## config.mk

```make
export PLATFORM = sky130hd
export DESIGN_NAME = handshake_chk_channel
export DESIGN_NICKNAME = d
export VERILOG_FILES = /design/src/rtl/handshake_chk_pkg.sv /design/src/rtl/handshake_chk_channel.sv
export SDC_FILE = /design/constraint.sdc
export NUM_CORES = 1
export LEC_CHECK = 0
export BUFFER_PORTS_ARGS = -buffer_cell sky130_fd_sc_hd__buf_2
export CORE_AREA = 8 8 45 47
export DETAILED_ROUTE_END_ITERATION = 12
export DIE_AREA = 0 0 53 55
export SLEW_MARGIN = 20
export SYNTH_ARGS = -nofsm -noshare
export SYNTH_HDL_FRONTEND = slang
export SYNTH_SLANG_ARGS = --single-unit
```

## constraint.sdc

```tcl
create_clock -name clk -period 3 [get_ports clk]
set_input_delay 0.6 -clock clk [delete_from_list [all_inputs] [get_ports clk]]
set_output_delay 0.6 -clock clk [all_outputs]
set_load 0.03 [all_outputs]
```

## src/rtl/handshake_chk_pkg.sv

```systemverilog
// Shared types and helpers for the handshake window checker.
//   ch_state_e  : per-channel FSM state (CH_IDLE / CH_WAIT)
//   ch_result_t : per-channel outcome pulses (pass / early / timeout)
//   params_legal: elaboration-time parameter legality check
package handshake_chk_pkg;

  typedef enum logic {
    CH_IDLE = 1'b0,
    CH_WAIT = 1'b1
  } ch_state_e;

  typedef struct packed {
    logic pass;
    logic early;
    logic timeout;
  } ch_result_t;

  function automatic bit params_legal(input int unsigned n_ch,
                                      input int unsigned min_dly,
                                      input int unsigned max_dly,
                                      input int unsigned cnt_w);
    return (n_ch >= 1) && (n_ch <= 32) && (min_dly >= 1) &&
           (max_dly >= min_dly) && (cnt_w >= 1);
  endfunction

endpackage

```

## src/rtl/handshake_chk_channel.sv

```systemverilog
// One req/ack channel: IDLE/WAIT FSM, delay timer and registered outcome pulses.
// Optional assertions are compiled in with `define HANDSHAKE_CHK_SVA_EN.
// Ports:
//   clk, reset   : clock, synchronous active-high reset
//   chk_en       : check enable; low drops any pending attempt silently
//   req, ack     : channel handshake inputs
//   result       : registered outcome pulses (one cycle after the deciding cycle)
//   result_c     : combinational outcome of the current (deciding) cycle
//   busy         : waiting for an ack
module handshake_chk_channel
  import handshake_chk_pkg::*;
#(
  parameter int unsigned MIN_DLY = 1,
  parameter int unsigned MAX_DLY = 5
) (
  input  logic       clk,
  input  logic       reset,
  input  logic       chk_en,
  input  logic       req,
  input  logic       ack,
  output ch_result_t result,
  output ch_result_t result_c,
  output logic       busy
);

  localparam int unsigned TW = $clog2(MAX_DLY + 2);

  ch_state_e  state, state_next;
  logic [TW-1:0] timer, timer_next;
  logic [TW-1:0] dly;
  ch_result_t result_q;

  // Delay of the current cycle relative to the accepting cycle.
  assign dly = timer + TW'(1);

  // State, timer and pulse registers.
  always_ff @(posedge clk) begin
    if (reset) begin
      state    <= CH_IDLE;
      timer    <= '0;
      result_q <= '0;
    end else begin
      state    <= state_next;
      timer    <= timer_next;
      result_q <= result_c;
    end
  end

  // Next-state and outcome decode.
  always_comb begin
    state_next = state;
    timer_next = timer;
    result_c   = '0;
    if (!chk_en) begin
      state_next = CH_IDLE;
      timer_next = '0;
    end else begin
      case (state)
        CH_IDLE: begin
          if (req) begin
            state_next = CH_WAIT;
            timer_next = '0;
          end
        end
        CH_WAIT: begin
          timer_next = timer + TW'(1);
          if (ack) begin
            if (dly < TW'(MIN_DLY)) result_c.early = 1'b1;
            else                    result_c.pass  = 1'b1;
            state_next = CH_IDLE;
            timer_next = '0;
          end else if (dly == TW'(MAX_DLY)) begin
            result_c.timeout = 1'b1;
            state_next       = CH_IDLE;
            timer_next       = '0;
          end
        end
        default: begin
          state_next = CH_IDLE;
          timer_next = '0;
        end
      endcase
    end
  end

  assign result = result_q;
  assign busy   = (state == CH_WAIT);

`ifdef HANDSHAKE_CHK_SVA_EN
  logic accepted;
  assign accepted = (state == CH_IDLE) && req;

  property p_window;
    @(posedge clk) disable iff (reset || !chk_en)
      accepted |-> ##[MIN_DLY:MAX_DLY] ack;
  endproperty

  property p_pass_seen;
    @(posedge clk) disable iff (reset || !chk_en)
      result_q.pass;
  endproperty

  // An in-window ack must be reported as a pass and nothing else.
  property p_pulse_agrees;
    @(posedge clk) disable iff (reset || !chk_en)
      (busy && ack && (dly >= TW'(MIN_DLY)) && (dly <= TW'(MAX_DLY)))
        |=> (result_q == '{pass: 1'b1, early: 1'b0, timeout: 1'b0});
  endproperty

  a_window:        assert property (p_window);
  c_pass:          cover  property (p_pass_seen);
  a_pulse_agrees:  assert property (p_pulse_agrees);
`endif

endmodule

```

==> flow_summary.json <==
{
  "cts_tree": "built",
  "cts.sinks": 7,
  "clkSlewWorstSetupHoldPaths_ps": 50,
  "pre_cts_slack_ps": 936.4,
  "synth_top_area_cell": "dfxtp_1",
  "nets": 62,
  "drc_errors": 0,
  "fin_crit_sh_pct": 77.07,
  "io_buffers": 11,
  "syn_inst": 39,
  "post-cts-setup-buffers": 0,
  "relSlewSlack_pct": 81.13,
  "regToRegStartpoint": "timer[1]$_SDFFE_PP0P_",
  "design_area_um2": 441.7,
  "grt_use_total_pct": 6.842,
  "placed_cells": 66,
  "grt_pass1_vias": 337,
  "ys_async_sr_fraction_pct": 0,
  "place_area_um2": 415.4,
  "finalWorstSetupSlack_ps": 688.0,
  "synth_area_per_cell_um2": 8.726,
  "fmax_mhz": 432.5,
  "power-per-cell-area_mw_per_mm2": 440.5,
  "seqPwrFrac_pct": 49.0,
  "maxCapViolations": 0,
  "num-fill-cells": 150,
  "antennaDiodeCount": 0,
  "clock-root-buffer": "clkbuf_4",
  "rsz0062_at_grt": "false",
  "drive_above_1_share_pct": 29.63,
  "peakVddDrop_mv": 0.1545,
  "endpoint_kind": "output port",
  "drv_slew": 0,
  "combPwrFrac_pct": 7.4,
  "dieArea_mm2": 0.002915,
  "worstPathCellList": "inv_1, ha_1, or3_1, nor2_1, buf_2",
  "cp.required_ps": 2400,
  "ys_ff_latch": 7,
  "synth-warning-count": 0,
  "tightestPinTransition_ps": 282.1,
  "internal-power_mw": 0.1502,
  "cp.arrival_ps": 1710,
  "fin_hold_ws_ps": 491.5,
  "syn2layout_area_growth_pct": 29.78,
  "min_from": "timer[0]$_SDFFE_PP0P_",
  "leakage_nw": 0.1855,
  "die_x_um": 53,
  "multi_input_area_um2": 192.7,
  "slowest_delay_ps": 370,
  "ant_nets": 0,
  "io_pins": 12,
  "cp_max_fo": 4,
  "routedWlPerCell_um": 11.07,
  "die_h_um": 55,
  "place.gp.congestion": 0.7214,
  "synth_commonest_cells": "dfxtp_1 (7), nor3_1 (5), nand2_1 (4), nand2b_1 (4), nor2_1 (4)",
  "numCtsBuffers": 3,
  "ctsHoldBuffers": 0,
  "clock_path_buffers": 2,
  "vias_per_cell": 4.614,
  "fin_crit_ps": 2312,
  "start_util_pct": 24.59,
  "antenna_found_initial": 0,
  "clk_latency_ps": 250,
  "power.total_mw": 0.1945,
  "vias": 323,
  "outcome": "finished, final reports clean",
  "grt_max_degree": 8,
  "cp_slowest_cell": "dfxtp_1",
  "synth_edf_count": 0,
  "netlist_area_um2": 340.3,
  "seq_area_um2": 140.1,
  "switchingPower_mw": 0.04430,
  "synth_seq_area_share_pct": 41.18,
  "core-area_mm2": 0.001384,
  "p_sw_share_pct": 22.77,
  "synthFlopType": "dfxtp_1",
  "hold_class": "reg2reg",
  "fin_worst_skew_ps": 5.555,
  "grt_pass1_wl_um": 1462,
  "wl_um": 775,
  "critPathTopFamily": "simple AND/OR/NAND/NOR gates",
  "hpwl_um": 648.7,
  "hold_viol_final": 0,
  "rows": 14,
  "path_buf_inv": 2,
  "syn_nets": 46,
  "final_cells": 70,
  "yosysTopAreaCellShare_pct": 41.18,
  "setup_viol": 0,
  "utilization_pct": 31.92,
  "yosys-top-cells-area": "dfxtp_1 (41%), ha_1 (7.4%), nand2b_1 (7.4%)",
  "post-synth-top-count-cell": "dfxtp_1",
  "grt-ovfl-total": 0,
  "synth_cell_types": 17,
  "p_clk_share_pct": 43.5,
  "ctsResizeCount": 0,
  "worstSetupStartpointType": "flop",
  "dr.pass1.iters": 4,
  "setup.worst_path.start": "timer[0]$_SDFFE_PP0P_",
  "h-tree-depth": 1,
  "critPathKind": "reg2out",
  "drt_iter0_drc": 6,
  "setup_tns_ps": 0
}
## worst min-delay path, delay by kind of cell (launching register included)
| kind | cells | cell delay [ps] |
|---|---|---|
| flops | 1 | 330 |
| simple gates | 1 | 60 |
| compound gates | 1 | 50 |
## final timing paths
kind | end | depth (start not counted) | slack, ps
worst max-delay path | result_c[1] | 5 | 690
worst min-delay path | timer[0]$_SDFFE_PP0P_ | 2 | 490
worst max register to register | timer[1]$_SDFFE_PP0P_ | 4 | 1540
worst min register to register | timer[0]$_SDFFE_PP0P_ | 2 | 490
## cell usage in the layout (no fill, tap or decap), types with 2 or more instances in the layout
cell type | Yosys | layout
buf_2 | 0 | 11
dfxtp_1 | 7 | 7
nor3_1 | 5 | 5
nand2_1 | 4 | 4
nor2_1 | 4 | 4
nand2b_1 | 4 | 4
clkbuf_4 | 0 | 3
inv_1 | 2 | 2
a21oi_1 | 2 | 2
ha_1 | 2 | 2
## layer usage
layer  vias to the layer above  GRT usage (%)  wire (um)
li1                        167              -          -
met1                       140          7.176        316
met2                        16          10.35        316
met3                         0          5.882        143
met4                         0          1.293          0
met5                         -              0          0
## cells by family (layout without fill, tap and decap cells)
family	after synthesis	after routing	synth area share, %
and+or+nand+nor	21	21	32.72
DFF	7	7	41.18
AOI/OAI and AO/OA	6	6	13.97
adders and majority gates	2	2	7.352
buffers and inverters	2	17	2.207
xor gates and xnor gates	1	1	2.574
## cell type report
cell class	instances	area share, %
Clock buffer	4	5.949
Inverter	2	1.700
Multi-Input combinational cell	30	43.63
Sequential cell	7	31.73
Tap cell	16	4.533
Timing Repair Buffer	11	12.46
## power groups by stage
stage | registers, mW | clock network [mW] | logic [mW]
floorplan | 0.0988 | 0 | 0.00615
global placement | 0.0973 | 0 | 0.0144
detailed placement | 0.0973 | 0 | 0.0145
CTS | 0.0953 | 0.0895 | 0.0146
global route | 0.0956 | 0.0974 | 0.0162
finish | 0.0954 | 0.0847 | 0.0144
## state kept, by name, summed over array words and instances (netlist names)
register  flops
result        3
timer         3
busy          1
(Power assumes the default switching activity.)
